<file path="src/rtl/spi_cmd_decoder_pkg.sv">
// Shared definitions for the SPI command decoder: opcodes, FSM states and the
// status-byte helper.
package spi_cmd_decoder_pkg;

    localparam logic [7:0] CMD_NOP        = 8'h00;
    localparam logic [7:0] CMD_READ_COUNT = 8'h01;
    localparam logic [7:0] CMD_WRITE_REG  = 8'h02;
    localparam logic [7:0] CMD_READ_REG   = 8'h03;
    localparam logic [7:0] CMD_CLEAR      = 8'h04;
    localparam logic [7:0] CMD_CLRERR     = 8'h05;

    localparam logic [7:0] STATUS_DEFAULT = 8'hA0;

    typedef enum logic [2:0] {
        S_CMD     = 3'd0,
        S_WADDR   = 3'd1,
        S_WDATA   = 3'd2,
        S_RADDR   = 3'd3,
        S_STREAM  = 3'd4,
        S_DISCARD = 3'd5
    } state_t;

    // Byte shifted out while an opcode is being clocked in.
    function automatic logic [7:0] status_byte(input logic [3:0] status_hi, input logic err);
        return {status_hi, 3'b000, err};
    endfunction

endpackage

</file>
<file path="src/rtl/spi_cmd_decoder_cfg_regfile.sv">
// NREG x 8-bit configuration register file with a combinational read port.
// Addresses at or above NREG are ignored on write and read back as zero.
module cfg_regfile #(
    parameter int NREG = 8,
    parameter int AW   = 3
) (
    input  logic              sysClk,
    input  logic              rst_n,
    input  logic              we,
    input  logic [AW-1:0]     waddr,
    input  logic [7:0]        wdata,
    input  logic [AW-1:0]     raddr,
    output logic [7:0]        rdata,
    output logic [NREG*8-1:0] regs_flat
);

    logic [7:0] regs [NREG];

    always_ff @(posedge sysClk) begin
        if (!rst_n) begin
            for (int i = 0; i < NREG; i++) begin
                regs[i] <= 8'h00;
            end
        end else if (we && (int'(waddr) < NREG)) begin
            regs[waddr] <= wdata;
        end
    end

    always_comb begin
        rdata = 8'h00;
        if (int'(raddr) < NREG) begin
            rdata = regs[raddr];
        end
    end

    for (genvar g = 0; g < NREG; g++) begin : g_flat
        assign regs_flat[8*g +: 8] = regs[g];
    end

endmodule

</file>
<file path="src/rtl/spi_cmd_decoder.sv">
// Per-frame command parser sitting behind an SPI byte interface: decodes opcodes,
// serves count snapshots and config registers, and queues the next tx byte.
module spi_cmd_decoder
    import spi_cmd_decoder_pkg::*;
#(
    parameter int         COUNT_W = 32,
    parameter int         NREG    = 8,
    parameter logic [7:0] STATUS  = STATUS_DEFAULT
) (
    input  logic               sysClk,
    input  logic               rst_n,
    input  logic               SS,
    input  logic [7:0]         rx,
    input  logic               rxValid,
    output logic [7:0]         tx,
    input  logic [COUNT_W-1:0] count,
    output logic [NREG*8-1:0]  cfgRegs,
    output logic               clearCount,
    output logic               cmdErr
);

    localparam int NBYTES = COUNT_W / 8;
    localparam int AW     = (NREG > 1) ? $clog2(NREG) : 1;
    localparam int IW     = $clog2(NBYTES + 1);
    localparam logic [IW-1:0] NB_IDX = IW'(NBYTES);

    // Synchronizer flops reset low so that a reset taken mid-frame (SS already
    // low) never produces a falling edge and the frame stays discarded.
    logic ss_meta, ss_sync, ss_prev;
    logic ss_rise, ss_fall;
    logic frame_valid;
    logic byte_ok;

    state_t state, state_nxt;

    logic [IW-1:0]      byte_idx, idx_nxt;
    logic [COUNT_W-1:0] snap, snap_nxt, snap_shift;
    logic [AW-1:0]      addr_q, addr_nxt;
    logic [7:0]         tx_nxt;
    logic [7:0]         rd_data;
    logic               reg_we;
    logic               clr_nxt;
    logic               err_nxt;

    always_ff @(posedge sysClk) begin
        if (!rst_n) begin
            ss_meta     <= 1'b0;
            ss_sync     <= 1'b0;
            ss_prev     <= 1'b0;
            frame_valid <= 1'b0;
        end else begin
            ss_meta <= SS;
            ss_sync <= ss_meta;
            ss_prev <= ss_sync;
            if (ss_rise) begin
                frame_valid <= 1'b0;
            end else if (ss_fall) begin
                frame_valid <= 1'b1;
            end
        end
    end

    assign ss_rise = ss_sync & ~ss_prev;
    assign ss_fall = ~ss_sync & ss_prev;
    assign byte_ok = rxValid & frame_valid & ~ss_sync;

    always_ff @(posedge sysClk) begin
        if (!rst_n) begin
            state <= S_CMD;
        end else if (ss_rise) begin
            state <= S_CMD;
        end else begin
            state <= state_nxt;
        end
    end

    always_comb begin
        state_nxt = state;
        if (byte_ok) begin
            case (state)
                S_CMD: begin
                    case (rx)
                        CMD_READ_COUNT: state_nxt = S_STREAM;
                        CMD_WRITE_REG:  state_nxt = S_WADDR;
                        CMD_READ_REG:   state_nxt = S_RADDR;
                        default:        state_nxt = S_DISCARD;
                    endcase
                end
                S_WADDR:  state_nxt = S_WDATA;
                S_WDATA:  state_nxt = S_DISCARD;
                S_RADDR:  state_nxt = S_DISCARD;
                S_STREAM: begin
                    if (byte_idx >= NB_IDX) begin
                        state_nxt = S_DISCARD;
                    end
                end
                default:  state_nxt = S_DISCARD;
            endcase
        end
    end

    assign snap_shift = snap << {byte_idx, 3'b000};

    always_comb begin
        tx_nxt   = tx;
        idx_nxt  = byte_idx;
        snap_nxt = snap;
        addr_nxt = addr_q;
        reg_we   = 1'b0;
        clr_nxt  = 1'b0;
        err_nxt  = cmdErr;
        if (byte_ok) begin
            case (state)
                S_CMD: begin
                    case (rx)
                        CMD_READ_COUNT: begin
                            snap_nxt = count;
                            tx_nxt   = count[COUNT_W-1 -: 8];
                            idx_nxt  = IW'(1);
                        end
                        CMD_WRITE_REG, CMD_READ_REG: tx_nxt = tx;
                        CMD_NOP:    tx_nxt = 8'h00;
                        CMD_CLEAR: begin
                            clr_nxt = 1'b1;
                            tx_nxt  = 8'h00;
                        end
                        CMD_CLRERR: begin
                            err_nxt = 1'b0;
                            tx_nxt  = 8'h00;
                        end
                        default: begin
                            err_nxt = 1'b1;
                            tx_nxt  = 8'h00;
                        end
                    endcase
                end
                S_WADDR: addr_nxt = rx[AW-1:0];
                S_WDATA: begin
                    reg_we = 1'b1;
                    tx_nxt = 8'h00;
                end
                S_RADDR: tx_nxt = rd_data;
                S_STREAM: begin
                    if (byte_idx >= NB_IDX) begin
                        tx_nxt = 8'h00;
                    end else begin
                        tx_nxt  = snap_shift[COUNT_W-1 -: 8];
                        idx_nxt = byte_idx + IW'(1);
                    end
                end
                default: tx_nxt = 8'h00;
            endcase
        end
    end

    // Frame end wins over any byte arriving in the same cycle.
    always_ff @(posedge sysClk) begin
        if (!rst_n) begin
            tx         <= status_byte(STATUS[7:4], 1'b0);
            byte_idx   <= '0;
            snap       <= '0;
            addr_q     <= '0;
            clearCount <= 1'b0;
            cmdErr     <= 1'b0;
        end else begin
            snap       <= snap_nxt;
            addr_q     <= addr_nxt;
            clearCount <= clr_nxt;
            cmdErr     <= err_nxt;
            if (ss_rise) begin
                tx       <= status_byte(STATUS[7:4], cmdErr);
                byte_idx <= '0;
            end else begin
                tx       <= tx_nxt;
                byte_idx <= idx_nxt;
            end
        end
    end

    cfg_regfile #(
        .NREG (NREG),
        .AW   (AW)
    ) u_cfg_regfile (
        .sysClk    (sysClk),
        .rst_n     (rst_n),
        .we        (reg_we),
        .waddr     (addr_q),
        .wdata     (rx),
        .raddr     (rx[AW-1:0]),
        .rdata     (rd_data),
        .regs_flat (cfgRegs)
    );

endmodule
</file>
<file path="config.mk">
export PLATFORM = sky130hd
export DESIGN_NAME = spi_cmd_decoder
export DESIGN_NICKNAME = d
export VERILOG_FILES = /design/src/rtl/spi_cmd_decoder_pkg.sv /design/src/rtl/spi_cmd_decoder_cfg_regfile.sv /design/src/rtl/spi_cmd_decoder.sv
export SDC_FILE = /design/constraint.sdc
export NUM_CORES = 1
export LEC_CHECK = 0
export CORE_MARGIN = 4
export CORE_UTILIZATION = 55
export DETAILED_ROUTE_END_ITERATION = 10
export HOLD_SLACK_MARGIN = 0.12
export PLACE_DENSITY = 0.85
export SKIP_LAST_GASP = 1
export SLEW_MARGIN = 0
export SYNTH_ARGS = -nofsm -noshare
export SYNTH_HDL_FRONTEND = slang
export SYNTH_SLANG_ARGS = --single-unit
</file>
<file path="constraint.sdc">
create_clock -name sysClk -period 3.29 [get_ports sysClk]
set_input_delay 0.658 -clock sysClk [delete_from_list [all_inputs] [get_ports sysClk]]
set_output_delay 0.658 -clock sysClk [all_outputs]
set_load 0.03 [all_outputs]
</file>
* After elaboration in Yosys (flattened, before gate mapping)
Memories as Yosys holds them, arrays and structs flattened.
Cells that the tools add are included.
** Word-level totals
- Bits in registers :: 55
- RAM bits :: 64
- Input bits :: 44
- Output and inout bits :: 74
- Logic and storage cells :: 78
- Memories :: 1
** Memory list
- u_cfg_regfile.regs :: depth 8, bits a word 8, read ports 9, clocked after memory_dff 0, write ports 8, line spi_cmd_decoder_cfg_regfile.sv:17 : logic [7:0] regs [NREG];
** Cells by class
- $add $sub $neg :: 1
- $lt $le $gt $ge :: 1
- Equality and inequality tests :: 15
- Shifts and indexed selects :: 1
- Multiplexer cells :: 22
- Bitwise operators :: 9
- Reduce and logical (&&, ||, !) cells :: 16
** Operator list (count)
- 8-bit case mux with 4 select lines :: 1
- 32-bit by 6-bit left shift with 32-bit output :: 1
- 3-bit case mux with 3 select lines :: 2
- 8-bit by 2-bit == test with 1-bit output (second input constant) :: 2
- 8-bit by 3-bit == test with 1-bit output (second input constant) :: 2
- 8-bit 2-to-1 mux :: 2
- 8-bit case mux with 2 select lines :: 1
- 3-bit AND reduction :: 5
- 3-bit 2-to-1 mux :: 4
- 1-bit 2-to-1 mux :: 10
- 2-bit != test (second input constant) :: 5
- 8-bit by 1-bit == test with 1-bit output (second input constant) :: 1
- 8-bit zero test :: 1
- 8-bit OR reduction :: 1
- 3-bit by 2-bit == test with 1-bit output (second input constant) :: 2
- 3-bit case mux with 2 select lines :: 1
- 1-bit NOT :: 5
- 5-bit OR reduction :: 1
- 1-bit bitwise AND :: 4
- 2-bit AND reduction :: 2
- 4-bit AND reduction :: 1
- 2-bit nonzero test :: 2
- 2-bit OR reduction :: 2
- 3-bit by 1-bit adder with 3-bit output (second input constant) :: 1
- 6 further kinds :: 6

* Longest topological paths before layout
Gate-level depths: netlist (run 1).
- Depth after elaboration :: 8
- Gate-level depth with buffers :: 8
- Gate-level depth less buffers :: 5

* Modules after synthesis
A second synthesis (run 1) with hierarchy kept.
** Unflattened totals
- Cell total of the unflattened synthesis :: 477
- Area, all modules :: 5547.8 µm²
** By module, submodules not included
- cfg_regfile :: times used 1, cells an instance 194, area an instance 2977.9 µm², seq. area each 1921.8 µm²
- spi_cmd_decoder :: times used 1, cells an instance 283, area an instance 2570.0 µm², seq. area each 1101.1 µm²

* Worst setup path after synthesis (run 1)
No wires, ideal clock.
- Path type :: input to register
- Start point :: in rxValid
- End point :: mem u_cfg_regfile.regs[1][0], enable pin
- Setup time :: 384 ps
- Data arrival time :: 1951 ps
- Data required time :: 2906 ps
- Slack :: 955 ps
- Stages on the path :: 4
- Path buffers :: 0
- Path through :: nand3b_1 > nor4_2 > nand2b_1 > o21ai_0
** RTL lines
- start, declared :: line spi_cmd_decoder.sv:14 : input logic rxValid,
- end, declared :: line spi_cmd_decoder_cfg_regfile.sv:17

==> reports/metrics.cfg, run 1 <==
[cts]
post-cts-setup-buffers = 0
insertion_delay_ns = 0.53
cts_max_level = 4
cts.sink_count = 119
cts-root-buf = clkbuf_8
cts_tree = done
cts.repair.resized = 0
clk_pin_slew_ns = 0.06
cts_buffers = 17
hold_buffers = 0
clock_path_buffers = 2

[power_and_ir_drop]
power_frac_seq = 0.435
irDropWorstVdd_uv = 297
leakagePower_nw = 2.71
p_int_mw = 2.82
power_switching_mw = 0.894
combPwrFrac = 0.087
pwr-share-clk = 0.478
switching_share = 0.241
p_per_area_mw_per_mm2 = 495

[drt]
routedWlPerCell_um = 20.6
ant_nets = 0
viasPerCell = 5.87
m1WireLength_um = 6340
highest_layer = met4
wl_met2_um = 7820
wl_met3_um = 1170
routed_wirelength_um = 15600
drt_first_iter_violations = 343
vias = 4447
drc = 0
dr.pass1.iters = 5

[synth]
synth_warnings = 0
synth-main-ff-cell = edfxtp_1
synth_most_common_cell = nand2_1
yosysSeqAreaShare = 0.532
ys_top_cells_by_count = nand2_1, edfxtp_1, and2_1, dfxtp_1, a21boi_2
synth_top_area_frac = 0.338
synth-edff-count = 64
async_flop_share = 0
synth.avg_cell_area_sq_um = 11.7
synth_nets = 532
synth_top_area_cell = edfxtp_1
ys_types = 49
mappedNetlistArea_sq_mm = 0.00568
ys_top_cells_by_area = edfxtp_1, dfxtp_1, and2_1
synth_seq_cells = 119
netlist_instances = 486

[place]
portBuffers = 117
gp_congestion = 0.859
hpwl_um = 11200

[hold_path]
worstHoldPathType = reg -> reg

[sta]
setup_viol = 0
fmax_mhz = 407
relSlewSlack = 0.575
rsz0062_at_grt = no
skew_ns = 0.00991
fin_crit_sh = 0.746
maxSlewViolCount = 0
finalHoldViolCount = 0
period_minus_slack_ns = 2.46
whs_ns = 0.458
tightest_slew_ns = 0.634
finalSetupTns_ns = 0

[layout]
post-route-util = 0.758
diodes = 0
area_delta_synth_final_pct = 32.2
drive_above_1_share = 0.182
finalNetCount = 658
nFillCells = 639

[status]
status = complete, no violations

[floorplan]
fp.dieArea_sq_mm = 0.0120
fp.coreArea_sq_mm = 0.00991
die_x_um = 110
die_y_um = 110
ios = 118
initial_core_util = 0.573
floorplan.rows = 36

[global_routing]
grt_max_degree = 51
antenna_found_initial = 0
grt_pass1_wl_um = 23900
grt_remaining_overflow = 0
grt_pass1_vias = 4431
grtUsageTotal = 0.270

[setup_path]
path_cells = clkdlybuf4s50_1 > nand3b_1 > nor4_2 > nand2_1 > nor2_1 > and2_1
crit_type = in -> reg
cp-start-kind = primary input
critPathArrivalTime_ns = 2.84
end_kind = flip-flop
cpMaxStageDelayCell = nor2_1
cpPeakStageDelay_ns = 0.56
critPathMaxFanout = 8
required_ns = 3.67

[job]
maxCapViolations = 0

[cells by family after synthesis]
logic type,share of synthesized area
AOI/OAI and AO/OA,0.122
buffers and inverters,0.0399
and+or+nand+nor,0.201
DFF,0.532
muxes,0.101
adders and majority gates,0.00440
[cell type report]
| type | instances | area, sq um | share of cell area |
|---|---|---|---|
| Tap cell | 133 | 166 | 0.0222 |
| Clock buffer | 17 | 414 | 0.0552 |
| Inverter | 2 | 7.51 | 0.00100 |
| Sequential cell | 119 | 3020 | 0.403 |
| Multi-Input combinational cell | 336 | 2430 | 0.324 |
| Timing Repair Buffer | 136 | 1310 | 0.174 |
| Clock inverter | 15 | 156 | 0.0208 |
[critical path: cells and delay by family]
family	cells	cell delay (ns)
buffers and inverters	1	0.51
AND/OR/NAND/NOR	5	1.67
[metal layers]
layer  vias up  track usage
li1       1998            -
met3        32       0.0675
met1      2199        0.353
met4         0       0.0935
met2       218        0.438
met5         -            0
[sequential cells by signal (all words and copies together) (netlist names)]
name / cells
frame_valid: 1
snap: 32
ss_meta: 1
cmdErr: 1
state: 3
ss_prev: 1
tx: 8
byte_idx: 3
ss_sync: 1
clearCount: 1
u_cfg_regfile.regs: 64
addr_q: 3
[per-stage QoR]
stage | power, mW | instances | setup WS [ns] | cell area [sq um]
finish | 3.71 | 758 | 0.835 | 7510
CTS | 3.71 | 758 | 0.834 | 7510
floorplan | 1.80 | 486 | 0.955 | 5680
global placement | 1.96 | 726 | 0.418 | 6940
detailed placement | 1.97 | 726 | 0.330 | 6940
global route | 3.79 | 758 | 0.650 | 7510
[power groups by stage]
stage,clock network (mW),registers [mW],logic (mW)
floorplan,0,1.70,0.0992
global placement,0,1.64,0.316
detailed placement,0,1.65,0.320
CTS,1.77,1.62,0.322
global route,1.83,1.62,0.338
finish,1.77,1.62,0.323
[placed cells by master (no fill, tap or decap), types with 6 or more instances in the layout]
cell type / count
a21boi_2: 29
a21oi_1: 7
a22o_1: 6
a22oi_1: 13
and2_1: 61
and2_2: 8
buf_4: 19
clkbuf_16: 16
clkdlybuf4s50_1: 116
dfxtp_1: 55
edfxtp_1: 64
mux2i_1: 26
mux4_2: 14
nand2_1: 75
nand2b_1: 6
nand3_1: 13
nor2_1: 19
nor2b_1: 6
o21ai_0: 13
[final timing paths]
kind                                         start                                endpoint  slack [ns]  cells after the start
worst min register to register  ss_meta$_SDFF_PN0_                      ss_sync$_SDFF_PN0_        0.46                      1
worst max-delay path                       rxValid  u_cfg_regfile.regs[6][0]$_SDFFCE_PN0P_        0.83                      6
worst min-delay path            ss_meta$_SDFF_PN0_                      ss_sync$_SDFF_PN0_        0.46                      1
worst max register to register  ss_sync$_SDFF_PN0_  u_cfg_regfile.regs[6][0]$_SDFFCE_PN0P_        1.04                      5
Power figures use the tool's default switching activity.
==> run 2: changes to the inputs <==
--- a/config.mk
+++ b/config.mk
@@ -6,10 +6,10 @@
 export NUM_CORES = 1
 export LEC_CHECK = 0
 export CORE_MARGIN = 4
-export CORE_UTILIZATION = 55
+export CORE_UTILIZATION = 51
 export DETAILED_ROUTE_END_ITERATION = 10
 export HOLD_SLACK_MARGIN = 0.12
-export PLACE_DENSITY = 0.85
+export PLACE_DENSITY = 0.8
 export SKIP_LAST_GASP = 1
 export SLEW_MARGIN = 0
 export SYNTH_ARGS = -nofsm -noshare
==> constraint.sdc (replaced) <==
create_clock -name sysClk -period 2.4 [get_ports sysClk]
set_input_delay 0.48 -clock sysClk [delete_from_list [all_inputs] [get_ports sysClk]]
set_output_delay 0.48 -clock sysClk [all_outputs]
set_load 0.03 [all_outputs]
==> run 2 against run 1 <==
  * Global-route usage fell by 1.6 points
  * Largest cell class unchanged
  * Non-clock buffer count rose by 23
  * Clock skew fell by 0.0032 ns
  * Wire length rose by 1.1%
  * Clock power rose by 47%
  * Final area rose by 3.6%
  * Highest routed layer unchanged
  * Sequential power rose by 37%
  * Register-to-register slack got worse by 0.64 ns
  * Critical path type is now reg -> out
  * Flip-flop and latch count did not move
==> reports/metrics.cfg, run 2 (synthesized netlist as in run 1, its figures left out) <==
[status]
status = complete, no violations

[cts]
cts.sink_count = 119  ; unchanged
insertion_delay_ns = 0.53  ; about the same
hold_buffers = 0  ; unchanged
cts_tree = done
clock_path_buffers = 2  ; unchanged
cts_max_level = 4  ; unchanged
cts.repair.resized = 0  ; unchanged
post-cts-setup-buffers = 0  ; unchanged
clk_pin_slew_ns = 0.05  ; about the same
cts_buffers = 17  ; unchanged
cts-root-buf = clkbuf_8

[sta]
maxSlewViolCount = 0  ; unchanged
tightest_slew_ns = 0.539  ; -0.0956 ns
rsz0062_at_grt = no
skew_ns = 0.00666  ; -0.00325 ns
fin_crit_sh = 0.877
fmax_mhz = 475
postLayoutSetupSlackWorst_ns = 0.295  ; -0.540 ns
setup_viol = 0  ; unchanged
finalHoldViolCount = 0  ; unchanged
relSlewSlack = 0.640  ; +0.0648
period_minus_slack_ns = 2.11
whs_ns = 0.464  ; +0.00582 ns

[setup_path]
reg2reg_from = ss_sync$_SDFF_PN0_
crit_buf_inv = 1  ; unchanged
critPathTopFamily = buffers and inverters
ff2ff_path_depth = 6  ; +1
cpPeakStageDelay_ns = 0.73  ; +0.17 ns
cpMaxStageDelayCell = clkdlybuf4s50_1
critPathArrivalTime_ns = 1.63  ; -1.21 ns
ff2ff_setup_slack_ns = 0.40  ; -0.64 ns
required_ns = 1.92  ; -1.75 ns
crit_type = reg -> out
critPathMaxFanout = 3  ; -5
path_cells = clkdlybuf4s50_1
path_depth = 1  ; -5
crit_end = cmdErr
cp-start-kind = flip-flop
rr_endpoint = u_cfg_regfile.regs[2][1]$_SDFFCE_PN0P_
crit_start = cmdErr$_SDFFE_PN0P_
end_kind = output pin

[layout]
fin_area_sq_mm = 0.00778  ; +3.6%
area_delta_synth_final_pct = 36.9
layout_commonest_cell = clkdlybuf4s50_1
instances_no_fill = 788  ; +4.0%
diodes = 0  ; unchanged
top_register = u_cfg_regfile.regs
drive_above_1_share = 0.210  ; +0.0275
final_cell_mix = clkdlybuf4s50_1, nand2_1, edfxtp_1, and2_1, dfxtp_1
post-route-util = 0.714  ; -0.0431
top_regs = u_cfg_regfile.regs (64), snap (32), tx (8)
finalNetCount = 681  ; +3.5%
largest_reg_flops = 64  ; unchanged

[drt]
drt_first_iter_violations = 398  ; +16%
routedWlPerCell_um = 20.1  ; -2.8%
routed_wirelength_um = 15800  ; +1.1%
drc = 0  ; unchanged
dr.pass1.iters = 6  ; +1
ant_nets = 0  ; unchanged
vias = 4474  ; +0.61%
viasPerCell = 5.68  ; -3.2%

[place]
dp.cells = 756  ; +4.1%
place_area_sq_mm = 0.00717  ; +3.3%
portBuffers = 117  ; unchanged
gp_congestion = 0.933  ; +8.6%
dp_slack_ns = -0.0431  ; -0.373 ns
hpwl_um = 11500  ; +2.3%

[global_routing]
grt_max_degree = 51  ; unchanged
grt_remaining_overflow = 0  ; unchanged
grtUsageTotal = 0.254  ; -0.0157
grt_pass1_wl_um = 24900  ; +4.3%
antenna_found_initial = 0  ; unchanged
grt_pass1_vias = 4535  ; +2.3%

[floorplan]
fp.dieArea_sq_mm = 0.0129  ; +7.3%
die_x_um = 114  ; +3.6%
die_y_um = 114  ; +3.6%
fp.coreArea_sq_mm = 0.0109  ; +9.9%
ios = 118  ; unchanged
floorplan.rows = 38  ; +5.6%
initial_core_util = 0.522  ; -0.0515

[power_and_ir_drop]
irDropWorstVdd_uv = 597  ; +100%
p_per_area_mw_per_mm2 = 680  ; +38%
leakagePower_nw = 2.87  ; +5.9%

[hold_path]
worstHoldPathType = reg -> reg

[job]
maxCapViolations = 0  ; unchanged

run 2: layout make-up:
cell class / instances / area, sq um
inverters: 2 / 7.51
flip-flops and latches: 119 / 3020
multi-input cells: 336 / 2430
clock inverters: 12 / 175
clock buffers: 20 / 435
repair buffers: 159 / 1530
fillers: 735 / 3110
well taps: 140 / 175
run 2: worst min-delay path by stage:
stage                         start  slack [ns]  depth (start not counted)              endpoint
6_report       snap[5]$_SDFFE_PN0P_        0.46                          2  snap[5]$_SDFFE_PN0P_
4_1_cts        snap[5]$_SDFFE_PN0P_        0.47                          2  snap[5]$_SDFFE_PN0P_
3_3_place_gp     ss_meta$_SDFF_PN0_        0.42                          1    ss_sync$_SDFF_PN0_
5_1_grt        snap[5]$_SDFFE_PN0P_        0.48                          2  snap[5]$_SDFFE_PN0P_
3_5_place_dp     ss_meta$_SDFF_PN0_        0.43                          1    ss_sync$_SDFF_PN0_
2_1_floorplan    ss_meta$_SDFF_PN0_        0.41                          1    ss_sync$_SDFF_PN0_
run 2: per-stage QoR:
step | total power, mW | setup TNS, ns
after floorplan | 2.46 | 0
after global placement | 2.71 | -0.0733
after detailed placement | 2.71 | -0.944
after CTS | 5.30 | 0
after global routing | 5.43 | 0
final | 5.29 | 0
run 2: where the power goes:
part | total (mW) | leakage, nW | switching, mW | internal [mW]
Clock | 2.61 | 0.291 | 0.900 | 1.71
Sequential | 2.22 | 1.10 | 0.0317 | 2.18
Combinational | 0.464 | 1.48 | 0.246 | 0.217
run 2: metal layers:
metal	global-route usage	routed length, um	up-vias	share of wire
met1	0.342	6500	2175	0.41
met2	0.403	7740	229	0.49
met3	0.0631	1250	29	0.079
met5	0	0	-	0
li1	-	-	2041	-
met4	0.0857	309	0	0.020
